[src/rtl/fifo_multi_pkg.sv]
// Shared constants, count typedef and clog2 helper for the multi-channel FIFO.
// Optional feature macro: FIFO_MULTI_FWFT_EN (first-word-fall-through read port).
package fifo_multi_pkg;

  localparam int DEF_DATA_W  = 8;
  localparam int DEF_DEPTH   = 8;
  localparam int DEF_CH_BITS = 1;

  function automatic int clog2(input int v);
    int r;
    r = 0;
    while ((1 << r) < v) r++;
    return r;
  endfunction

  // Occupancy count for a default-depth channel: one extra bit so DEPTH fits.
  typedef logic [clog2(DEF_DEPTH):0] cnt_t;

endpackage

[src/rtl/fifo_multi_chan.sv]
// One circular queue: storage, read/write pointers, occupancy and registered
// full/empty/almost_full/overflow status.
module fifo_multi_chan
  import fifo_multi_pkg::*;
#(
  parameter int DATA_W   = DEF_DATA_W,
  parameter int DEPTH    = DEF_DEPTH,
  parameter int AF_LEVEL = DEPTH - 2
) (
  input  logic              ck,
  input  logic              rst_n,
  input  logic              wr_en,
  input  logic              rd_en,
  input  logic [DATA_W-1:0] din,
  output logic [DATA_W-1:0] head,
  output logic              full,
  output logic              empty,
  output logic              almost_full,
  output logic              overflow,
  output logic              pop
);

  localparam int PW = clog2(DEPTH);
  localparam int CW = PW + 1;

  logic [DATA_W-1:0] mem [DEPTH];
  logic [PW-1:0]     wptr;
  logic [PW-1:0]     rptr;
  logic [CW-1:0]     count;
  logic [CW-1:0]     count_next;
  logic              push;

  // A full queue still accepts a write when the same edge pops a word.
  always_comb begin
    pop        = rd_en & ~empty;
    push       = wr_en & (~full | pop);
    count_next = count + CW'(push) - CW'(pop);
  end

  assign head = mem[rptr];

  always_ff @(posedge ck or negedge rst_n) begin
    if (!rst_n) begin
      wptr        <= '0;
      rptr        <= '0;
      count       <= '0;
      full        <= 1'b0;
      empty       <= 1'b1;
      almost_full <= 1'b0;
      overflow    <= 1'b0;
    end else begin
      if (push) wptr <= wptr + PW'(1);
      if (pop)  rptr <= rptr + PW'(1);
      count       <= count_next;
      full        <= (count_next == CW'(DEPTH));
      empty       <= (count_next == '0);
      almost_full <= (count_next >= CW'(AF_LEVEL));
      overflow    <= wr_en & ~push;
    end
  end

  always_ff @(posedge ck) begin
    if (push) mem[wptr] <= din;
  end

endmodule

[src/rtl/fifo_multi.sv]
// Multi-channel FIFO: words are steered by their top tag bits into NCH queues,
// a single read port drains the channel chosen by rd_ch.
// Optional feature macro: FIFO_MULTI_FWFT_EN (combinational head on dataout).
module fifo_multi
  import fifo_multi_pkg::*;
#(
  parameter int DATA_W   = DEF_DATA_W,
  parameter int DEPTH    = DEF_DEPTH,
  parameter int CH_BITS  = DEF_CH_BITS,
  parameter int AF_LEVEL = DEPTH - 2
) (
  input  logic                 ck,
  input  logic                 rst_n,
  input  logic                 wr,
  input  logic [DATA_W-1:0]    datain,
  input  logic                 rd,
  input  logic [CH_BITS-1:0]   rd_ch,
  output logic [DATA_W-1:0]    dataout,
  output logic [2**CH_BITS-1:0] full,
  output logic [2**CH_BITS-1:0] empty,
  output logic [2**CH_BITS-1:0] almost_full,
  output logic [2**CH_BITS-1:0] overflow,
  output logic                 underflow
);

  localparam int NCH = 2**CH_BITS;

  logic [CH_BITS-1:0] tag;
  logic [NCH-1:0]     wr_en;
  logic [NCH-1:0]     rd_en;
  logic [NCH-1:0]     pop;
  logic [DATA_W-1:0]  heads [NCH];

  assign tag = datain[DATA_W-1 -: CH_BITS];

  for (genvar c = 0; c < NCH; c++) begin : g_chan
    assign wr_en[c] = wr & (tag == CH_BITS'(c));
    assign rd_en[c] = rd & (rd_ch == CH_BITS'(c));

    fifo_multi_chan #(
      .DATA_W  (DATA_W),
      .DEPTH   (DEPTH),
      .AF_LEVEL(AF_LEVEL)
    ) u_chan (
      .ck         (ck),
      .rst_n      (rst_n),
      .wr_en      (wr_en[c]),
      .rd_en      (rd_en[c]),
      .din        (datain),
      .head       (heads[c]),
      .full       (full[c]),
      .empty      (empty[c]),
      .almost_full(almost_full[c]),
      .overflow   (overflow[c]),
      .pop        (pop[c])
    );
  end

`ifdef FIFO_MULTI_FWFT_EN
  // Head of the selected queue is visible now; rd only acknowledges it.
  assign dataout = empty[rd_ch] ? '0 : heads[rd_ch];
`else
  always_ff @(posedge ck or negedge rst_n) begin
    if (!rst_n) dataout <= '0;
    else if (|pop) dataout <= heads[rd_ch];
  end
`endif

  always_ff @(posedge ck or negedge rst_n) begin
    if (!rst_n) underflow <= 1'b0;
    else        underflow <= rd & empty[rd_ch];
  end

endmodule

[config.mk]
export PLATFORM = sky130hd
export DESIGN_NAME = fifo_multi
export DESIGN_NICKNAME = d
export VERILOG_FILES = /design/src/rtl/fifo_multi_pkg.sv /design/src/rtl/fifo_multi_chan.sv /design/src/rtl/fifo_multi.sv
export SDC_FILE = /design/constraint.sdc
export NUM_CORES = 1
export LEC_CHECK = 0
export ABC_CLOCK_PERIOD_IN_PS = 2780
export CAP_MARGIN = 20
export CORE_AREA = 2 2 166 168
export CTS_CLUSTER_SIZE = 24
export DETAILED_ROUTE_END_ITERATION = 12
export DIE_AREA = 0 0 168 170
export GPL_ROUTABILITY_DRIVEN = 0
export GPL_TIMING_DRIVEN = 0
export SETUP_SLACK_MARGIN = 0.5
export SYNTH_ARGS = -nofsm -noshare
export SYNTH_HDL_FRONTEND = slang
export SYNTH_SLANG_ARGS = --single-unit
[constraint.sdc]
create_clock -name ck -period 2.78 [get_ports ck]
set_clock_uncertainty 0.2 [all_clocks]
set_input_delay 0.278 -clock ck [delete_from_list [all_inputs] [get_ports ck]]
set_output_delay 0.278 -clock ck [all_outputs]
set_load 0.02 [all_outputs]
==> reports/metrics.yaml, run 1 <==
outcome:
  status: "finished clean"
placed_design:
  portBuffers: 29
  dp_cells: 752
  hpwl_um: 8930
global_route:
  top_usage_layer: "met2"
  met3_usage_pct: 2.09
  globalRoute.totalOverflow: 0
  met1_usage_pct: 10.9
  grt_max_degree: 38
  antenna_found_initial: 0
  grt_pass1_wl_um: 20500
  grtUsageTotal_pct: 9.70
  grt_pass1_vias: 3678
  met2_usage_pct: 18.2
critical_path:
  crit_type: "reg -> reg"
  crit_slowest_cell: "dfstp_2"
  cp.arrival_ns: 2.71
  start_kind: "register"
  slowest_delay_ns: 0.52
  cp-end-kind: "register"
  cp_max_fo: 2
  startpoint: "g_chan[1].u_chan.empty"
  path_cells: "nand3b_1 -> inv_2 -> buf_8 -> ha_4 -> inv_2 -> ha_4 -> fa_2 -> xor2_2 -> or3_1 -> nor2b_1"
  cp_data_required_time_ns: 2.93
  crit_family: "adder cells"
  r2r-start: "g_chan[1].u_chan.empty"
  path_buf_inv: 3
cells_and_area:
  final_cells: 803
  area_growth_syn_to_layout_pct: 27.1
  fill_cells: 2514
  nets: 476
  drive_above_1_share_pct: 27.3
  antenna_cells: 0
pwr:
  leakage_nw: 2.99
  powerDensity_mw_per_mm2: 1010
  ir_drop_v: 0.000542
detailed_routing:
  via_per_inst: 4.29
  drc: 0
  wl_per_cell_um: 16.3
  dr.first_iter.drc_count: 274
  ant_nets: 0
  dr_total_vias: 3445
  drt_first_pass_iters: 4
  wirelength_um: 13100
clock_tree:
  cts_buffers: 17
  cts.path.max_buffers: 2
  cts_tree: "done"
  insertion_delay_ns: 0.42
  cts.htree.levels: 4
  cts-root-buf: "clkbuf_16"
  cts.sinks: 165
  path_clk_slew_ns: 0.06
sta:
  maxSlewViolCount: 0
  max_slew.worst_pin.slew_ns: 0.848
  relSlewSlack_pct: 43.5
  fin_crit_ns: 2.56
  setup-violations-final: 0
  period_share_pct: 91.9
  fmax_ghz: 0.391
  tns_ns: 0
  rsz0062_at_grt: "yes"
  hold_viol: 0
synthesis:
  ys_ff_latch: 165
  netlist_area_sq_mm: 0.00662
  ys.warnings.count: 0
  yosys.cell_types.count: 38
  netlist_instances: 380
  synth_area_leaders: "edfxtp_1, dfrtp_1, mux2i_1"
  synth_top_area_cell: "edfxtp_1"
  synth_top_area_share_pct: 58.1
  syn_nets: 407
  syn_area_per_cell_sq_um: 17.4
  seq_area_frac_synth_pct: 72.1
floorplan:
  die_y_um: 170
  fp-row-count: 60
  core_area_sq_mm: 0.0267
  initial_core_util_pct: 24.8
  die_w_um: 168
  io_pins: 30
  dieArea_sq_mm: 0.0286
job:
  cap_violations: 0
worst_hold_path:
  hold_path_class: "in -> reg"
  worstHoldStart: "rd"
cells in the mapped netlist:
cell and instances:
nand3b_1 1, buf_1 1, mux2_1 1, o21ai_1 2
a21boi_4 1, nor2_1 15, nor2b_1 6, nand2b_1 6
o21ai_0 5, ha_1 12, inv_1 13, buf_6 1
o221ai_1 1, a22oi_1 14, xor2_1 4, and3_1 1
edfxtp_1 128, fa_1 2, a32oi_1 7, nor3_1 4
and2_1 1, or3b_4 1, nand2_1 19, dfrtp_1 35
a21oi_2 1, buf_4 9, nor3b_1 1, mux2i_1 39
o2111ai_1 1, a21o_1 4, buf_2 6, mux2_2 1
a21oi_1 2, clkbuf_1 4, mux4_2 17, or3_1 2
xnor2_1 10, dfstp_2 2
final cells by class:
| type | count | area (sq um) | area share, % |
|---|---|---|---|
| inverter | 13 | 51.3 | 0.610 |
| clock inverter | 12 | 169 | 2.01 |
| sequential | 165 | 4770 | 56.7 |
| buffer | 21 | 139 | 1.65 |
| multi-input combinational | 181 | 1910 | 22.7 |
| tap | 341 | 427 | 5.07 |
| timing repair buffer | 50 | 492 | 5.85 |
| clock buffer | 20 | 447 | 5.31 |
layout by cell type, fill, tap and decap left out, types with 3 or more instances in the layout:
cell and n:
xnor2_1 8, inv_2 3, nor3_4 4, mux2i_1 39
buf_12 4, a32oi_1 7, nand2b_1 4, mux4_2 17
clkdlybuf4s50_1 25, nand2_1 17, ha_4 4, clkbuf_1 5
nor2_4 12, o21ai_0 5, bufinv_16 3, xor2_1 3
a21o_1 4, ha_1 8, clkbuf_16 17, edfxtp_1 128
buf_4 22, buf_2 9, clkinv_4 4, dfrtp_1 35
a22oi_1 14, nor2b_1 6, inv_1 9
sequential cells by signal (all words and copies together), names as in the netlist:
| signal | cells |
|---|---|
| g_chan.u_chan.mem | 128 |
| dataout | 8 |
| g_chan.u_chan.count | 8 |
| g_chan.u_chan.rptr | 6 |
| g_chan.u_chan.wptr | 6 |
| g_chan.u_chan.almost_full | 2 |
| g_chan.u_chan.empty | 2 |
| g_chan.u_chan.full | 2 |
| g_chan.u_chan.overflow | 2 |
| underflow | 1 |
final timing paths:
| check | endpoint | slack, ns | depth (start not counted) |
|---|---|---|---|
| setup reg to reg | g_chan[1].u_chan.full | 0.22 | 10 |
| hold / removal | underflow | 0.09 | 2 |
| hold reg to reg | dataout[5] | 0.34 | 2 |
| min in group asynchronous | g_chan[0].u_chan.almost_full | 0.31 | 2 |
| max in group asynchronous | g_chan[0].u_chan.rptr[0] | 1.54 | 2 |
| setup / recovery | g_chan[1].u_chan.full | 0.22 | 10 |
what timing repair did:
action / CTS / global route
endpoints found under the hold margin: 35 / 0
setup endpoints to repair: 137 / 92
buffers inserted: 15 / 3
hold buffers: 1 / 0
cloned: 0 / 0
resized for setup: 33 / 16
pin swaps: 11 / 4
routing by layer:
layer  routed length (um)  vias up
li1                     -     1587
met1                 5430     1787
met2                 7170       57
met3                  333       14
met4                  193        0
met5                    0        -
logic make-up after synthesis:
family / count (synthesis) / synth area share, %
AO/OA/AOI/OAI: 38 / 4.33
XOR/XNOR: 14 / 1.85
adder cells (fa/ha/maj): 14 / 2.87
buffers and inverters: 34 / 2.67
flip-flops: 165 / 72.1
multiplexers: 58 / 12.0
AND/OR/NAND/NOR: 57 / 4.14
power by group:
group	leakage (nW)	switching (mW)	internal, mW
Sequential	1.60	0.274	3.06
Combinational	1.09	1.44	1.31
Clock	0.293	0.950	1.45
Total	2.99	2.66	5.83
metrics by stage:
step / hold WS [ns] / setup WS, ns / power, mW / instance area, sq um / util [%]
2_1_floorplan: -0.218 / 0.203 / 5.02 / 6690 / -
3_3_place_gp: 0.301 / -0.667 / 5.70 / 7410 / 27.8
3_5_place_dp: 0.242 / -0.471 / 5.80 / 7410 / 27.8
4_1_cts: 0.0716 / 0.165 / 8.44 / 8320 / 31.2
5_1_grt: 0.0919 / 0.159 / 8.93 / 8410 / 31.6
6_report: 0.0924 / 0.224 / 8.49 / 8410 / 31.6
Note: power is estimated with default switching activity, not from simulation.
==> run 2: changes to the inputs <==
--- a/config.mk
+++ b/config.mk
@@ -14,6 +14,7 @@
 export GPL_ROUTABILITY_DRIVEN = 0
 export GPL_TIMING_DRIVEN = 0
 export SETUP_SLACK_MARGIN = 0.5
+export SKIP_CTS_REPAIR_TIMING = 1
 export SYNTH_ARGS = -nofsm -noshare
 export SYNTH_HDL_FRONTEND = slang
 export SYNTH_SLANG_ARGS = --single-unit
==> reports/metrics.yaml, run 2 (synthesis results as in run 1) <==
detailed_routing:
  drt_first_pass_iters: 4  # unchanged
  dr.first_iter.drc_count: 258  # was 274
  ant_nets: 0  # unchanged
  wl_per_cell_um: 16.4  # was 16.3 um
  drc: 0  # unchanged
  wirelength_um: 13100  # about the same
  dr_total_vias: 3401  # was 3445
  via_per_inst: 4.26  # was 4.29
placed_design:
  place_ws_ns: -0.471  # unchanged
  hpwl_um: 8930  # unchanged
  dpl_cell_area_sq_mm: 0.00741  # unchanged
  portBuffers: 29  # unchanged
pwr:
  power_frac_comb_pct: 31.3  # was 32.4%
  p_int_mw: 5.74  # was 5.83 mW
  ir_drop_v: 0.000539  # was 0.000542 V
  p_sw_share_pct: 31.1  # was 31.4%
  clockPowerShare_pct: 28.7  # was 28.3%
  leakage_nw: 2.97  # was 2.99 nW
  powerDensity_mw_per_mm2: 996  # was 1010 mW/mm^2
  seq_power_share_pct: 40.0  # was 39.3%
  p_sw_mw: 2.60  # was 2.66 mW
floorplan:
  die_w_um: 168  # unchanged
  dieArea_sq_mm: 0.0286  # unchanged
  initial_core_util_pct: 24.8  # unchanged
  io_pins: 30  # unchanged
  fp-row-count: 60  # unchanged
  core_area_sq_mm: 0.0267  # unchanged
  die_y_um: 170  # unchanged
global_route:
  antenna_found_initial: 0  # unchanged
  grtUsageTotal_pct: 9.48  # was 9.70%
  globalRoute.totalOverflow: 0  # unchanged
  grt_pass1_wl_um: 20100  # was 20500 um
  grt_pass1_vias: 3629  # was 3678
  grt_max_degree: 38  # unchanged
cells_and_area:
  fill_cells: 2526  # was 2514
  drive_above_1_share_pct: 26.2  # was 27.3%
  final_util_pct: 31.4  # was 31.6%
  fin_area_sq_mm: 0.00837  # was 0.00841 sq mm
  area_growth_syn_to_layout_pct: 26.5  # was 27.1%
  top_regs: "g_chan.u_chan.mem: 128 flops, dataout: 8 flops, g_chan.u_chan.count: 8 flops"  # unchanged
  largest_register_ffs: 128  # unchanged
  final_common_cell: "edfxtp_1"  # unchanged
  regMostFlops: "g_chan.u_chan.mem"  # unchanged
  antenna_cells: 0  # unchanged
  nets: 472  # was 476
  final_cell_mix: "edfxtp_1, mux2i_1, dfrtp_1, clkdlybuf4s50_1, buf_4"  # unchanged
clock_tree:
  cts.path.max_buffers: 2  # unchanged
  path_clk_slew_ns: 0.06  # about the same
  cts_buffers: 17  # unchanged
  cts.sinks: 165  # unchanged
  cts.htree.levels: 4  # unchanged
  cts-root-buf: "clkbuf_16"  # unchanged
  insertion_delay_ns: 0.42  # about the same
  cts_tree: "done"  # unchanged
critical_path:
  slowest_delay_ns: 0.52  # about the same
  crit_slowest_cell: "dfstp_2"  # unchanged
  path_buf_inv: 3  # unchanged
  start_kind: "register"  # unchanged
  rr_worst_depth: 10  # unchanged
  crit_family: "adder cells"  # unchanged
  r2r_end: "g_chan[1].u_chan.full"  # unchanged
  path_cells: "nand3b_1 -> inv_2 -> buf_8 -> ha_4 -> inv_2 -> ha_4 -> fa_2 -> xor2_2 -> or3_1 -> nor2b_1"  # unchanged
  rrSetupSlack_ns: 0.09  # was 0.22 ns
  cp_max_fo: 4  # was 2
  cp-end-kind: "register"  # unchanged
  cp.arrival_ns: 2.84  # was 2.71 ns
  r2r-start: "g_chan[1].u_chan.empty"  # unchanged
  crit_type: "reg -> reg"  # unchanged
  cp_data_required_time_ns: 2.93  # about the same
sta:
  hold_slack_ns: 0.170  # was 0.0924 ns
  fmax_ghz: 0.372  # was 0.391 GHz
  fin_crit_ns: 2.69  # was 2.56 ns
  maxSlewViolCount: 0  # unchanged
  hold_viol: 0  # unchanged
  setup-violations-final: 0  # unchanged
  rsz0062_at_grt: "yes"  # unchanged
  period_share_pct: 96.6  # was 91.9%
  max_slew.worst_pin.slew_ns: 0.845  # was 0.848 ns
  final.setup.worst_slack_ns: 0.0935  # was 0.224 ns
  relSlewSlack_pct: 43.6  # was 43.5%
worst_hold_path:
  worstHoldStart: "rd_ch"  # was rd
  whs_path_depth: 3  # was 2
  hold_path_class: "in -> reg"  # unchanged
  min_to: "underflow"  # unchanged
job:
  cap_violations: 0  # unchanged
outcome:
  status: "finished clean"  # unchanged
==> run 2: worst max-delay path by stage <==
stage / from / endpoint / slack (ns) / cells after the start
finish: g_chan[1].u_chan.empty / g_chan[1].u_chan.full / 0.09 / 10
global placement: datain[7] / g_chan[1].u_chan.mem[1][4] / -0.67 / 5
global route: g_chan[1].u_chan.empty / g_chan[1].u_chan.full / 0.02 / 10
detailed placement: datain[7] / g_chan[0].u_chan.mem[3][4] / -0.47 / 5
CTS: g_chan[1].u_chan.empty / g_chan[1].u_chan.full / -0.02 / 10
floorplan: g_chan[1].u_chan.empty / g_chan[1].u_chan.full / 0.20 / 10
==> run 2: routing by layer <==
layer	wire (um)	share of wire, %	up-vias	global-route usage [%]
li1	-	-	1573	-
met1	5470	42	1775	10.5
met3	288	2.2	14	2.09
met5	0	0	-	0
met2	7160	55	39	17.8
met4	161	1.2	0	3.40
==> run 2: cell type report <==
class | instances | area, sq um | share of cell area (%)
flip-flops and latches | 165 | 4770 | 57.0
clock buffers | 20 | 447 | 5.34
clock inverters | 12 | 169 | 2.02
repair buffers | 46 | 470 | 5.62
inverters | 13 | 51.3 | 0.613
well taps | 341 | 427 | 5.10
plain buffers | 21 | 139 | 1.66
multi-input cells | 181 | 1900 | 22.6
==> run 2: power groups by stage <==
| stage | clock network (mW) | registers [mW] | logic [mW] |
|---|---|---|---|
| 2_1_floorplan | 0 | 3.34 | 1.68 |
| 3_3_place_gp | 0 | 3.34 | 2.36 |
| 3_5_place_dp | 0 | 3.36 | 2.43 |
| 4_1_cts | 2.43 | 3.31 | 2.45 |
| 5_1_grt | 2.52 | 3.38 | 2.88 |
| 6_report | 2.39 | 3.34 | 2.61 |
==> run 2: tightest hold or removal path, cell delays in order <==
cell and delay, ns:
dlymetal6s2s_1 0.20, mux2i_1 0.17, nor2b_1 0.11
==> run 2: per-stage QoR <==
stage	std cells	total power [mW]	setup TNS, ns
2_1_floorplan	380	5.02	0
3_3_place_gp	750	5.70	-45.24
3_5_place_dp	752	5.80	-47.56
4_1_cts	784	8.19	-0.162
5_1_grt	799	8.78	0
6_report	799	8.34	0
==> run 3: changes to the inputs <==
--- a/config.mk
+++ b/config.mk
@@ -5,7 +5,7 @@
 export SDC_FILE = /design/constraint.sdc
 export NUM_CORES = 1
 export LEC_CHECK = 0
-export ABC_CLOCK_PERIOD_IN_PS = 2780
+export ABC_CLOCK_PERIOD_IN_PS = 3500
 export CAP_MARGIN = 20
 export CORE_AREA = 2 2 166 168
 export CTS_CLUSTER_SIZE = 24
==> constraint.sdc (replaced) <==
create_clock -name ck -period 3.5 [get_ports ck]
set_clock_uncertainty 0.2 [all_clocks]
set_input_delay 0.35 -clock ck [delete_from_list [all_inputs] [get_ports ck]]
set_output_delay 0.35 -clock ck [all_outputs]
set_load 0.02 [all_outputs]
==> reports/metrics.yaml, run 3 (synthesis results as in run 1) <==
outcome:
  status: "finished clean"  # unchanged
cells_and_area:
  antenna_cells: 0  # unchanged
  nets: 462  # was 472
  final_common_cell: "edfxtp_1"  # unchanged
  largest_register_ffs: 128  # unchanged
  area_growth_syn_to_layout_pct: 21.3  # was 26.5%
  final_cells: 789  # was 799
  drive_above_1_share_pct: 17.9  # was 26.2%
  top_regs: "g_chan.u_chan.mem: 128 flops, dataout: 8 flops, g_chan.u_chan.count: 8 flops"  # unchanged
  regMostFlops: "g_chan.u_chan.mem"  # unchanged
  final_util_pct: 30.1  # was 31.4%
  final_cell_mix: "edfxtp_1, mux2i_1, dfrtp_1, clkdlybuf4s50_1, nand2_1"  # was edfxtp_1, mux2i_1, dfrtp_1, clkdlybuf4s50_1, buf_4
sta:
  fin_crit_ns: 2.84  # was 2.69 ns
  fmax_ghz: 0.352  # was 0.372 GHz
  setup-violations-final: 0  # unchanged
  period_share_pct: 81.3  # was 96.6%
  hold_viol: 0  # unchanged
  max_slew.worst_pin.slew_ns: 0.865  # was 0.845 ns
  relSlewSlack_pct: 42.4  # was 43.6%
  tns_ns: 0  # unchanged
  final.setup.worst_slack_ns: 0.656  # was 0.0935 ns
  rsz0062_at_grt: "yes"  # unchanged
  maxSlewViolCount: 0  # unchanged
worst_hold_path:
  hold_path_class: "reg -> reg"  # was in -> reg
global_route:
  grtUsageTotal_pct: 9.25  # was 9.48%
  grt_max_degree: 38  # unchanged
  globalRoute.totalOverflow: 0  # unchanged
  antenna_found_initial: 0  # unchanged
  grt_pass1_wl_um: 19700  # was 20100 um
  grt_pass1_vias: 3437  # was 3629
floorplan:
  io_pins: 30  # unchanged
  die_w_um: 168  # unchanged
  dieArea_sq_mm: 0.0286  # unchanged
  die_y_um: 170  # unchanged
  core_area_sq_mm: 0.0267  # unchanged
  fp-row-count: 60  # unchanged
  initial_core_util_pct: 24.8  # unchanged
pwr:
  ir_drop_v: 0.000410  # was 0.000539 V
  powerDensity_mw_per_mm2: 803  # was 996 mW/mm^2
  leakage_nw: 2.88  # was 2.97 nW
detailed_routing:
  ant_nets: 0  # unchanged
  drt_first_pass_iters: 6  # was 4
  via_per_inst: 4.17  # was 4.26
  wirelength_um: 12400  # was 13100 um
  drc: 0  # unchanged
  dr.first_iter.drc_count: 231  # was 258
  wl_per_cell_um: 15.7  # was 16.4 um
  dr_total_vias: 3291  # was 3401
clock_tree:
  cts_tree: "done"  # unchanged
  cts-root-buf: "clkbuf_16"  # unchanged
  cts.sinks: 165  # unchanged
  insertion_delay_ns: 0.42  # about the same
  cts.path.max_buffers: 2  # unchanged
  path_clk_slew_ns: 0.06  # about the same
  cts_buffers: 17  # unchanged
  cts.htree.levels: 4  # unchanged
placed_design:
  hpwl_um: 8640  # was 8930 um
  dp_cells: 752  # unchanged
  place_ws_ns: -0.0640  # was -0.471 ns
  portBuffers: 29  # unchanged
critical_path:
  cp_data_required_time_ns: 3.65  # was 2.93 ns
  rrSetupSlack_ns: 0.66  # was 0.09 ns
  crit_type: "reg -> reg"  # unchanged
  cp-end-kind: "register"  # unchanged
  cp_max_fo: 10  # was 4
  cp.arrival_ns: 2.99  # was 2.84 ns
  start_kind: "register"  # unchanged
job:
  cap_violations: 0  # unchanged
[run 3: area by class of cell]
class	count	area, sq um
inverter	13	48.8
tap	341	427
multi-input combinational	181	1670
buffer	21	129
fill	2542	18600
timing repair buffer	36	343
clock inverter	14	195
clock buffer	18	439
sequential	165	4770
[run 3: critical path: stages, from the launching register on]
cell and delay (ns):
dfstp_2 0.54, nand3b_1 0.17, inv_1 0.07, buf_2 0.19
ha_1 0.29, inv_1 0.04, ha_1 0.22, fa_1 0.49
or3_1 0.42, nor2b_1 0.14
[run 3: worst paths after layout]
path                                               start                   endpoint  cells past startpoint
min in group asynchronous                          rst_n  g_chan[0].u_chan.count[2]                      2
worst max-delay path              g_chan[1].u_chan.empty      g_chan[1].u_chan.full                      9
max in group asynchronous                          rst_n   g_chan[0].u_chan.rptr[2]                      2
worst min register to register  g_chan[0].u_chan.wptr[0]   g_chan[0].u_chan.wptr[0]                      1
worst max register to register    g_chan[1].u_chan.empty      g_chan[1].u_chan.full                      9
worst min-delay path            g_chan[0].u_chan.wptr[0]   g_chan[0].u_chan.wptr[0]                      1
[run 3: stage by stage]
stage          hold WS (ns)  instance area (sq um)  power, mW
5_1_grt               0.353                   8030       6.81
4_1_cts              -0.137                   7980       6.52
6_report              0.323                   8030       6.45
3_5_place_dp          0.310                   7340       4.55
2_1_floorplan        -0.146                   6620       3.95
3_3_place_gp          0.301                   7330       4.48
[run 3: layer usage]
metal / track usage [%] / wire length, um / up-vias
li1: - / - / 1556
met2: 16.2 / 6430 / 41
met5: 0 / 0 / -
met3: 2.02 / 306 / 12
met4: 3.40 / 183 / 0
met1: 11.2 / 5470 / 1682
[run 3: power by group]
group          switching [mW]  internal (mW)  total [mW]
sequential              0.181           2.43        2.61
clock                   0.748           1.22        1.97
combinational           0.994          0.872        1.87
total                    1.92           4.52        6.45
